--- config.mk ---
export PLATFORM = sky130hd
export DESIGN_NAME = semaforo_monitor
export DESIGN_NICKNAME = d
export VERILOG_FILES = /design/src/rtl/semaforo_pkg.sv /design/src/rtl/light_tracker.sv /design/src/rtl/semaforo_monitor.sv
export SDC_FILE = /design/constraint.sdc
export NUM_CORES = 1
export LEC_CHECK = 0
export BUFFER_PORTS_ARGS = -buffer_cell sky130_fd_sc_hd__buf_2
export CORE_ASPECT_RATIO = 1.25
export CORE_MARGIN = 2
export CORE_UTILIZATION = 34
export CTS_CLUSTER_SIZE = 12
export DETAILED_ROUTE_END_ITERATION = 10
export GPL_TIMING_DRIVEN = 0
export SLEW_MARGIN = 0
export SYNTH_ARGS = -nofsm -noshare
export SYNTH_HDL_FRONTEND = slang
export SYNTH_SLANG_ARGS = --single-unit
--- constraint.sdc ---
create_clock -name clk -period 2.41 [get_ports clk]
set_clock_uncertainty 0.15 [all_clocks]
set_input_delay 0.482 -clock clk [delete_from_list [all_inputs] [get_ports clk]]
set_output_delay 0.482 -clock clk [all_outputs]
set_load 0.01 [all_outputs]
--- src/rtl/semaforo_pkg.sv ---
// Shared light encodings, error codes and monitor state type for the semaforo monitor.
package semaforo_pkg;

  localparam logic [2:0] VERDE_C    = 3'b001;
  localparam logic [2:0] AMARELO_C  = 3'b010;
  localparam logic [2:0] VERMELHO_C = 3'b100;

  localparam logic [2:0] ERR_NONE     = 3'd0;
  localparam logic [2:0] ERR_ILLEGAL  = 3'd1;
  localparam logic [2:0] ERR_TRANS    = 3'd2;
  localparam logic [2:0] ERR_DUR      = 3'd3;
  localparam logic [2:0] ERR_CONFLICT = 3'd4;
  localparam logic [2:0] ERR_TRANS_B  = 3'd5;

  typedef enum logic {SYNC, TRACK} mon_state_t;

  function automatic logic is_legal(input logic [2:0] light);
    return (light == VERDE_C) || (light == AMARELO_C) || (light == VERMELHO_C);
  endfunction

  // Only the forward rotation green -> yellow -> red -> green is allowed.
  function automatic logic legal_step(input logic [2:0] prev, input logic [2:0] cur);
    return ((prev == VERDE_C)    && (cur == AMARELO_C))  ||
           ((prev == AMARELO_C)  && (cur == VERMELHO_C)) ||
           ((prev == VERMELHO_C) && (cur == VERDE_C));
  endfunction

endpackage

--- src/rtl/light_tracker.sv ---
// Registers one light code and tracks change, legality and the current run length.
module light_tracker
  import semaforo_pkg::*;
(
  input  logic       clk,
  input  logic       rst,
  input  logic [2:0] light,
  output logic [2:0] light_q,
  output logic [2:0] light_prev,
  output logic       changed,
  output logic       legal,
  output logic       step_ok,
  output logic [7:0] run_cnt
);

  // run_cnt holds how many samples of the current run precede this one,
  // so on a change it equals the length of the run that just ended.
  always_ff @(posedge clk) begin
    if (!rst) begin
      light_q    <= VERMELHO_C;
      light_prev <= VERMELHO_C;
      run_cnt    <= 8'd0;
    end else begin
      light_q    <= light;
      light_prev <= light_q;
      if (changed) begin
        run_cnt <= 8'd1;
      end else if (run_cnt != 8'hFF) begin
        run_cnt <= run_cnt + 8'd1;
      end
    end
  end

  assign changed = (light_q != light_prev);
  assign legal   = is_legal(light_q);
  assign step_ok = legal_step(light_prev, light_q);

endmodule

--- src/rtl/semaforo_monitor.sv ---
// Passive safety checker on the traffic-light controller outputs.
// Defining SEMAFORO_BT_LATENCY_EN adds the bt_lat pedestrian-button latency output.
module semaforo_monitor
  import semaforo_pkg::*;
#(
  parameter logic [7:0] VERDE    = 8'd1,
  parameter logic [7:0] AMARELO  = 8'd3,
  parameter logic [7:0] VERMELHO = 8'd2,
  parameter int         CNT_W    = 16
) (
  input  logic             clk,
  input  logic             rst,
  input  logic [2:0]       A,
  input  logic [2:0]       B,
  input  logic             bt,
  output logic             err,
  output logic [2:0]       err_code,
  output logic             walk,
  output logic             cycle_done,
  output logic [CNT_W-1:0] cycle_cnt,
  output logic [7:0]       run_len
`ifdef SEMAFORO_BT_LATENCY_EN
  ,
  output logic [7:0]       bt_lat
`endif
);

  logic [2:0] a_q, a_prev, b_q;
  logic       a_chg, a_legal, a_step_ok;
  logic       b_chg, b_legal, b_step_ok;
  logic [7:0] a_run;
  logic [2:0] unused_b_prev;
  logic [7:0] unused_b_run;

  mon_state_t state;
  logic [7:0] exp_len;
  logic [2:0] err_now;

  light_tracker u_track_a (
    .clk        (clk),
    .rst        (rst),
    .light      (A),
    .light_q    (a_q),
    .light_prev (a_prev),
    .changed    (a_chg),
    .legal      (a_legal),
    .step_ok    (a_step_ok),
    .run_cnt    (a_run)
  );

  light_tracker u_track_b (
    .clk        (clk),
    .rst        (rst),
    .light      (B),
    .light_q    (b_q),
    .light_prev (unused_b_prev),
    .changed    (b_chg),
    .legal      (b_legal),
    .step_ok    (b_step_ok),
    .run_cnt    (unused_b_run)
  );

  always_comb begin
    exp_len = 8'd0;
    case (a_prev)
      VERDE_C:    exp_len = VERDE;
      AMARELO_C:  exp_len = AMARELO;
      VERMELHO_C: exp_len = VERMELHO;
      default:    exp_len = 8'd0;
    endcase
  end

  // Highest-priority fault seen on the current registered sample.
  always_comb begin
    err_now = ERR_NONE;
    if (!a_legal || !b_legal) begin
      err_now = ERR_ILLEGAL;
    end else if ((a_q != VERMELHO_C) && (b_q != VERMELHO_C)) begin
      err_now = ERR_CONFLICT;
    end else if ((state == TRACK) && a_chg && !a_step_ok) begin
      err_now = ERR_TRANS;
    end else if ((state == TRACK) && a_chg && (a_run != exp_len)) begin
      err_now = ERR_DUR;
    end else if (b_chg && !b_step_ok) begin
      err_now = ERR_TRANS_B;
    end
  end

  always_ff @(posedge clk) begin
    if (!rst) begin
      state      <= SYNC;
      err        <= 1'b0;
      err_code   <= ERR_NONE;
      walk       <= 1'b0;
      cycle_done <= 1'b0;
      cycle_cnt  <= '0;
      run_len    <= 8'd0;
    end else begin
      cycle_done <= 1'b0;
      if (!err && (err_now != ERR_NONE)) begin
        err      <= 1'b1;
        err_code <= err_now;
      end
      walk <= (a_q == VERMELHO_C) && (b_q == VERMELHO_C) && !err && (err_now == ERR_NONE);
      if (a_chg) begin
        run_len <= a_run;
      end
      // The first run after reset has unknown length, so checking starts at its end.
      if (state == SYNC) begin
        if (a_chg && a_step_ok) begin
          state <= TRACK;
        end
      end else if (a_chg && (a_prev == VERMELHO_C) && (a_q == VERDE_C)) begin
        cycle_done <= 1'b1;
        cycle_cnt  <= cycle_cnt + CNT_W'(1);
      end
    end
  end

`ifdef SEMAFORO_BT_LATENCY_EN
  logic       bt_d;
  logic       bt_run;
  logic [7:0] bt_cnt;

  // Counts from a button press during green until A leaves green.
  always_ff @(posedge clk) begin
    if (!rst) begin
      bt_d   <= 1'b0;
      bt_run <= 1'b0;
      bt_cnt <= 8'd0;
      bt_lat <= 8'd0;
    end else begin
      bt_d <= bt;
      if (bt_run && a_chg && (a_prev == VERDE_C)) begin
        bt_lat <= bt_cnt;
        bt_run <= 1'b0;
      end else if (!bt_run && bt && !bt_d && (a_q == VERDE_C)) begin
        bt_run <= 1'b1;
        bt_cnt <= 8'd0;
      end else if (bt_run && (bt_cnt != 8'hFF)) begin
        bt_cnt <= bt_cnt + 8'd1;
      end
    end
  end
`else
  logic unused_bt;
  assign unused_bt = bt;
`endif

endmodule

Word level (Yosys, flattened, before mapping)

Index checks and enable logic that the tools add are counted.

$add $sub $neg: 2
Equality and inequality tests: 18
Mux-type cells: 11
Bitwise logic cells: 1
Reduce and logical (&&, ||, !) cells: 38

Operators with widths:

| operator                                            | number |
|---|---|
| logical AND 1 bit                                   | 18 |
| adder 16 x 1 -> 16 bit, second input constant       | 1 |
| two-way mux 3 bit                                   | 5 |
| equality test 3 x 1 -> 1 bit, second input constant | 4 |
| equality test 3 x 2 -> 1 bit, second input constant | 4 |
| equality test 3 bit, second input constant          | 4 |
| logical OR 1 bit                                    | 9 |
| adder 8 x 1 -> 8 bit, second input constant         | 1 |
| inequality test 8 x 2 -> 1 bit                      | 1 |
| inequality test 8 bit, second input constant        | 1 |
| inequality test 3 bit                               | 2 |
| inequality test 3 bit, second input constant        | 2 |
| case mux 2 bit (3 select lines)                     | 1 |
| zero test 1 bit                                     | 5 |
| two-way mux 1 bit                                   | 5 |
| AND reduction 2 bit                                 | 2 |
| zero test 3 bit                                     | 1 |
| nonzero test 3 bit                                  | 1 |
| nonzero test 2 bit                                  | 1 |
| OR reduction 2 bit                                  | 1 |
| NOT 1 bit                                           | 1 |

Bits in registers: 51
Bits of input ports: 9
Logic and storage cells: 83

Logic depth before layout (Yosys ltp)

Gate-level depths: netlist of run 1.

Depth after elaboration: 13
Mapped depth: 8

Hierarchy

A second synthesis of run 1 with hierarchy kept.

Cells, all modules: 287
Area total of the unflattened synthesis: 2817.7 um2

Modules (own cells, without submodules):

| module           | instances | cells each | area an instance (um2) | seq. area each (um2) |
|---|---|---|---|---|
| semaforo_monitor | 1         | 151        | 1488.9                 | 620.6 |
| light_tracker    | 2         | 68         | 664.4                  | 280.3 |

Worst setup path before layout of run 1

OpenSTA, ideal clock, no wires.

Path type: register -> register
From: register u_track_a.run_cnt[3]
To: register err
Data arrival time: 1547 ps
Data required time: 2145 ps
Path slack: 598 ps
Stages on the path, launching flop included: 6
Buffers on the path: 0
Cell sequence: dfxtp_1 > or4_4 > nor3_4 > a31oi_2 > or2_1 > o21a_1

Word-level cells in the longest chain between the ends: 8

Ends and longest elaborated chain:

| item                           | RTL line                | source |
|---|---|---|
| start, declared                | light_tracker.sv:13     | `output logic [7:0] run_cnt` |
| start signal, assigned         | light_tracker.sv:29     | `run_cnt <= run_cnt + 8'd1;` |
| inequality test 8 x 2 -> 1 bit | semaforo_monitor.sv:82  | `end else if ((state == TRACK) && a_chg && (a_run != exp_len)) begin` |
| logical AND 1 bit              | semaforo_monitor.sv:82  |  |
| two-way mux 3 bit              | semaforo_monitor.sv:82  |  |
| two-way mux 3 bit              | semaforo_monitor.sv:80  | `end else if ((state == TRACK) && a_chg && !a_step_ok) begin` |
| two-way mux 3 bit              | semaforo_monitor.sv:78  | `end else if ((a_q != VERMELHO_C) && (b_q != VERMELHO_C)) begin` |
| two-way mux 3 bit              | semaforo_monitor.sv:76  | `if (!a_legal \|\| !b_legal) begin` |
| nonzero test 3 bit             | semaforo_monitor.sv:100 | `if (!err && (err_now != ERR_NONE)) begin` |
| logical AND 1 bit              | semaforo_monitor.sv:100 |  |
| end signal, assigned           | semaforo_monitor.sv:92  | `err <= 1'b0;` |
| end signal, assigned           | semaforo_monitor.sv:101 | `err <= 1'b1;` |
| end, declared                  | semaforo_monitor.sv:16  | `output logic err,` |

No other way between the ends.
A chain may end at the register's enable or synchronous reset.

Final worst setup path of run 1

From: register u_track_a.light_prev[2]
To: register err

Word-level cells in the longest chain between the ends: 11
Elaborated cells between the ends (all ways): 21
Those cells by class: eq/ne: 5; mux: 5; reduce/logical: 11

Ends and longest elaborated chain:

| item                                                                   | RTL line                | source |
|---|---|---|
| start, declared                                                        | light_tracker.sv:9      | `output logic [2:0] light_prev,` |
| start signal, assigned                                                 | light_tracker.sv:25     | `light_prev <= light_q;` |
| branches (longest 6 deep; another with inequality test 8 x 2 -> 1 bit) | -                       |  |
| two-way mux 3 bit (*)                                                  | semaforo_monitor.sv:80  |  |
| two-way mux 3 bit (*)                                                  | semaforo_monitor.sv:78  |  |
| two-way mux 3 bit (*)                                                  | semaforo_monitor.sv:76  |  |
| nonzero test 3 bit (*)                                                 | semaforo_monitor.sv:100 |  |
| logical AND 1 bit (*)                                                  | semaforo_monitor.sv:100 |  |

Every way passes the cells marked *.

==> results of run 1 <==
## state kept, by name, summed over array words and instances, names as in the netlist, 3 cells and up
register,count
cycle_cnt,16
run_len,8
u_track_a.run_cnt,8
err_code,3
u_track_a.light_prev,3
u_track_a.light_q,3
u_track_b.light_prev,3
u_track_b.light_q,3
## worst reg2reg max path, stage by stage (launching register included)
cell and delay, ns:
dfxtp_1 0.33, buf_6 0.12, nor2b_2 0.20, a31oi_1 0.12, o31ai_2 0.32, a31oi_2 0.19
or2_1 0.28, o21a_1 0.17
## stage by stage
| step | worst slack [ns] | area, µm² | hold slack [ns] |
|---|---|---|---|
| 6_report | 0.433 | 2710 | 0.212 |
| 5_1_grt | 0.283 | 2710 | 0.206 |
| 4_1_cts | 0.423 | 2710 | 0.203 |
| 3_5_place_dp | 0.256 | 2590 | 0.335 |
| 3_3_place_gp | 0.257 | 2590 | 0.327 |
| 2_1_floorplan | 0.598 | 2300 | 0.326 |
## cell usage in the layout, fill, tap and decap left out, types with 2 or more instances in the layout
master	count
dfxtp_1	51
buf_2	38
nor2_1	36
nand3_1	14
xor2_1	13
xnor2_1	13
nand2_1	12
a21oi_1	10
and2_1	9
mux2i_1	8
nor3_1	7
inv_1	7
nand4_1	6
clkbuf_8	5
and3_1	4
nand2b_1	4
clkbuf_1	3
nor4bb_1	3
o21ai_0	3
a31oi_1	2
or3_1	2
nor4_1	2
and4_1	2
or2_1	2
nor4_2	2
ha_1	2
## report_power, final
group,switching (µW),internal [µW],leakage (µW),total (µW)
sequential,25.7,863,0.000415,888
combinational,76.2,64.0,0.000646,140
clock,277,309,0.0000581,586
total,379,1240,0.00112,1610
## kinds of logic (layout without fill, tap and decap cells)
| logic type | count (synthesis) | after routing | share of synthesized area |
|---|---|---|---|
| buffers and inverters | 16 | 60 | 0.0353 |
| flip-flops | 51 | 51 | 0.443 |
| XOR/XNOR | 26 | 26 | 0.0988 |
| AND/OR/NAND/NOR | 117 | 117 | 0.290 |
| AO/OA/AOI/OAI | 27 | 27 | 0.0820 |
| multiplexers | 8 | 8 | 0.0347 |
| adder cells (fa/ha/maj) | 3 | 3 | 0.0157 |
## per-layer routing
metal | share of wire | vias to the layer above | track usage
met4 | 0.012 | 0 | 0.0461
met3 | 0.037 | 4 | 0.0244
li1 | - | 942 | -
met5 | 0 | - | 0
met2 | 0.47 | 39 | 0.201
met1 | 0.48 | 814 | 0.158
## layout make-up
cell class                 instances  area (µm²)  share of cell area
buffer                             8        51.3              0.0190
multi-input combinational        181        1200               0.444
inverter                           8        30.0              0.0111
timing repair buffer              36         180              0.0666
clock inverter                     3        43.8              0.0162
clock buffer                       5        68.8              0.0254
sequential                        51        1020               0.377
tap                               87         109              0.0402
## final timing paths
check,start,end,depth (start not counted)
worst max register to register,u_track_a.light_prev[2],err,7
worst min register to register,run_len[4],run_len[4],2
worst min-delay path,B[2],u_track_b.light_q[2],2
worst max-delay path,u_track_a.light_prev[2],err,7
==> flow_metrics.env, run 1 <==
export IMPL_gp_congestion=0.828
export IMPL_wl_per_cell_um=11.6
export IMPL_finalCritPeriodShare=0.820
export IMPL_die_area_um2=7460
export IMPL_cts_tree="done"
export IMPL_tns_ns=0
export IMPL_path_delay_family="compound AO/OA/AOI/OAI gates"
export IMPL_grt_max_degree=17
export IMPL_post_cts_buffers=0
export IMPL_start_kind="flip-flop"
export IMPL_drc_errors=0
export IMPL_status="completed"
export IMPL_yosysWarnings=0
export IMPL_drive_above_1_share=0.226
export IMPL_synth_top_area_cell="dfxtp_1"
export IMPL_viasPerCell=4.75
export IMPL_synth_common_cells="dfxtp_1 (51), nor2_1 (36), nand3_1 (14)"
export IMPL_num_vias=1799
export IMPL_die_w_um=77.6
export IMPL_path_buf_inv=1
export IMPL_row_count=33
export IMPL_holdBufCountCts=0
export IMPL_grt_pass1_vias=1634
export IMPL_required_ns=2.47
export IMPL_drt_initial_drc_count=81
export IMPL_nFillCells=649
export IMPL_synth_main_ff_cell="dfxtp_1"
export IMPL_initial_core_util=0.351
export IMPL_htree_num_levels=2
export IMPL_p_per_area_nw_per_um2=597
export IMPL_finalNonFillerCells=379
export IMPL_hold_viol_final=0
export IMPL_port_buffers=36
export IMPL_vdd_ir_drop_max_mv=0.270
export IMPL_report_power_total_uw=1610
export IMPL_synth_most_common_cell="dfxtp_1"
export IMPL_final_nets=302
export IMPL_grt_ovfl_total=0
export IMPL_root_buffer="clkbuf_8"
export IMPL_critPathMaxStageDelay_ns=0.33
export IMPL_yosysSeqAreaShare=0.443
export IMPL_drt_pass1_iter_count=4
export IMPL_clock_sinks=51
export IMPL_max_freq_mhz=506
export IMPL_synth_ff_latch_count=51
export IMPL_synthDominantCellAreaShare=0.443
export IMPL_worstSetupPathType="flip-flop to flip-flop"
export IMPL_async_reset_ff_frac=0
export IMPL_synth_nets=259
export IMPL_timing_slew_headroom=0.689
export IMPL_dp_cells=371
export IMPL_clkLatencyLatePin_ns=0.30
export IMPL_finalSetupViolations=0
export IMPL_grt_usage=0.122
export IMPL_synth_area_leaders="dfxtp_1 (44%), nor2_1 (5.9%), xnor2_1 (4.9%)"
export IMPL_synth_area_um2=2300
export IMPL_clk_pin_slew_ns=0.10
export IMPL_p_leak_uw=0.00112
export IMPL_die_y_um=96.1
export IMPL_cp_arrival_ns=2.03
export IMPL_utilization=0.412
export IMPL_crit_slowest_cell="dfxtp_1"
export IMPL_rsz0062_at_grt="no"
export IMPL_antenna_found_initial=0
export IMPL_min_path_type="primary input to flip-flop"
export IMPL_r2r_slack_ns=0.43
export IMPL_core_region_area_um2=6570
export IMPL_ctsResizeCount=0
export IMPL_grt_pass1_wl_mm=7.38
export IMPL_cp_end_kind="flip-flop"
export IMPL_syn_to_final_growth_pct=17.4
export IMPL_worst_pin_slew_ns=0.466
export IMPL_synth_edf_count=0
export IMPL_cap_violations=0
export IMPL_crit_fanout=8
export IMPL_synth_cells=248
export IMPL_yosysUniqueCellTypes=54
export IMPL_finalCriticalPeriod_ns=1.98
export IMPL_cts_buffer_depth=2
export IMPL_io_pins=39
export IMPL_routed_wl_mm=4.41
export IMPL_syn_area_per_cell_um2=9.29
export IMPL_hpwl_mm=3.26
export IMPL_antenna_cells=0
export IMPL_drtAntennaViolNets=0
export IMPL_numCtsBuffers=5
export IMPL_crit_path_cell_trace="buf_6 > nor2b_2 > a31oi_1 > o31ai_2 > a31oi_2 > or2_1 > o21a_1"
export IMPL_slew_viol_final=0
No activity file was read; power rests on OpenSTA's default activity.
==> inputs of run 2 (changes only) <==
clock period = 1.9 ns   (was 2.41 ns; I/O delays follow)
==> flow_metrics.env, run 2 (synthesized netlist as in run 1, its figures left out) <==
export IMPL_antenna_found_initial=0
export IMPL_postPlaceCellArea_um2=2590
export IMPL_p_per_area_nw_per_um2=734
export IMPL_hpwl_mm=3.26
export IMPL_viasPerCell=4.82
export IMPL_die_area_um2=7460
export IMPL_drt_initial_drc_count=86
export IMPL_status="complete, but fails checks"
export IMPL_slew_viol_final=0
export IMPL_wl_per_cell_um=12.0
export IMPL_grt_pass1_wl_mm=7.48
export IMPL_largest_reg_flops=16
export IMPL_failed_checks="negative setup slack"
export IMPL_clkLatencyLatePin_ns=0.30
export IMPL_port_buffers=36
export IMPL_syn_to_final_growth_pct=22.0
export IMPL_dpl_worst_slack_ns=-0.152
export IMPL_layout_common_cells="dfxtp_1 (40), buf_2 (37), nor2_1 (35)"
export IMPL_hold_slack_ns=0.110
export IMPL_vdd_ir_drop_max_mv=0.343
export IMPL_gp_congestion=0.828
export IMPL_antenna_cells=0
export IMPL_start_kind="flip-flop"
export IMPL_cp_end_kind="flip-flop"
export IMPL_largest_register="cycle_cnt"
export IMPL_p_leak_uw=0.00114
export IMPL_die_w_um=77.6
export IMPL_grt_ovfl_total=0
export IMPL_routed_wl_mm=4.58
export IMPL_finalCritPeriodShare=1.00
export IMPL_core_region_area_um2=6570
export IMPL_row_count=33
export IMPL_timing_slew_headroom=0.681
export IMPL_crit_slowest_cell="or4_4"
export IMPL_finalSetupViolations=1
export IMPL_top_regs="cycle_cnt (16), run_len (8), u_track_a.run_cnt (8)"
export IMPL_grt_usage=0.124
export IMPL_io_pins=39
export IMPL_clock_sinks=51
export IMPL_num_vias=1835
export IMPL_grt_pass1_vias=1644
export IMPL_postLayoutCellArea_um2=2810
export IMPL_cap_violations=0
export IMPL_min_path_type="primary input to flip-flop"
export IMPL_final_common_cell="dfxtp_1"
export IMPL_drtAntennaViolNets=0
export IMPL_rsz0062_at_grt="yes"
export IMPL_drive_above_1_share=0.313
export IMPL_root_buffer="clkbuf_8"
export IMPL_cts_tree="done"
export IMPL_setup_ws_ns=-0.00479
export IMPL_final_nets=304
export IMPL_grt_max_degree=17
export IMPL_cp_arrival_ns=1.96
export IMPL_worst_pin_slew_ns=0.478
export IMPL_clk_pin_slew_ns=0.09
export IMPL_required_ns=1.95
export IMPL_critPathMaxStageDelay_ns=0.55
export IMPL_htree_num_levels=2
export IMPL_die_y_um=96.1
export IMPL_hold_viol_final=0
export IMPL_numCtsBuffers=5
export IMPL_finalCriticalPeriod_ns=1.90
export IMPL_drc_errors=0
export IMPL_drt_pass1_iter_count=4
export IMPL_crit_path_cell_trace="or4_4 > nor3_4 > a31oi_2 > or2_1 > o21a_1"
export IMPL_max_freq_mhz=525
export IMPL_worstSetupPathType="flip-flop to flip-flop"
export IMPL_cts_buffer_depth=2
export IMPL_initial_core_util=0.351
export IMPL_crit_fanout=5
[run 2: changes by cell type in the layout (fill, tap and decap cells not counted), moves of 2 or more]
cell,before,now
buf_4,1,4
dfxtp_1,51,40
dfxtp_2,0,9
dfxtp_4,0,2
nand3_1,14,12
nand3_2,0,2
nor3_1,7,3
nor3_2,0,4
[run 2: repair_timing]
action	CTS	global route
endpoints found under the hold margin	0	0
resized for setup	8	21
hold buffers	0	0
setup buffers	1	2
pin swaps	5	7
endpoints found under the setup margin	8	20
[run 2: cell type report]
| class | instances | area (µm²) |
|---|---|---|
| fill | 643 | 3750 |
| multi-input combinational | 181 | 1270 |
| sequential | 51 | 1040 |
| timing repair buffer | 39 | 203 |
| tap | 87 | 109 |
| clock buffer | 5 | 68.8 |
| buffer | 7 | 46.3 |
| clock inverter | 3 | 43.8 |
| inverter | 8 | 30.0 |
[run 2: metal layers]
metal,up-vias,global-route usage,routed length (µm)
met5,-,0,0
met4,0,0.0461,60
met1,855,0.161,2160
li1,947,-,-
met2,28,0.203,2220
met3,5,0.0272,142
[run 2: critical path: cells and delay by family (launching register included)]
kind             cells  cell delay, ns
AO/OA/AOI/OAI        2            0.32
flip-flops           1            0.35
AND/OR/NAND/NOR      3            1.00
[run 2: power by group]
part | leakage, µW | internal (µW) | switching (µW)
Clock | 0.0000581 | 392 | 354
Sequential | 0.000418 | 1090 | 36.1
Combinational | 0.000669 | 86.8 | 98.4
[run 2: metrics by stage]
stage               cells   TNS, ns  power [µW]   util
global route          381    -0.273        2160  0.428
floorplan             248         0        1280      -
detailed placement    371     -2.54        1330  0.395
finish                381  -0.00479        2060  0.428
CTS                   379         0        2080  0.415
global placement      371     -2.40        1330  0.395
[run 2: final timing paths]
kind	startpoint	to	slack [ns]	cells after the start
min reg2reg	run_len[4]	run_len[4]	0.35	2
max	u_track_a.run_cnt[3]	err	-0.005	5
max reg2reg	u_track_a.run_cnt[3]	err	-0.005	5
min	B[2]	u_track_b.light_q[2]	0.11	2
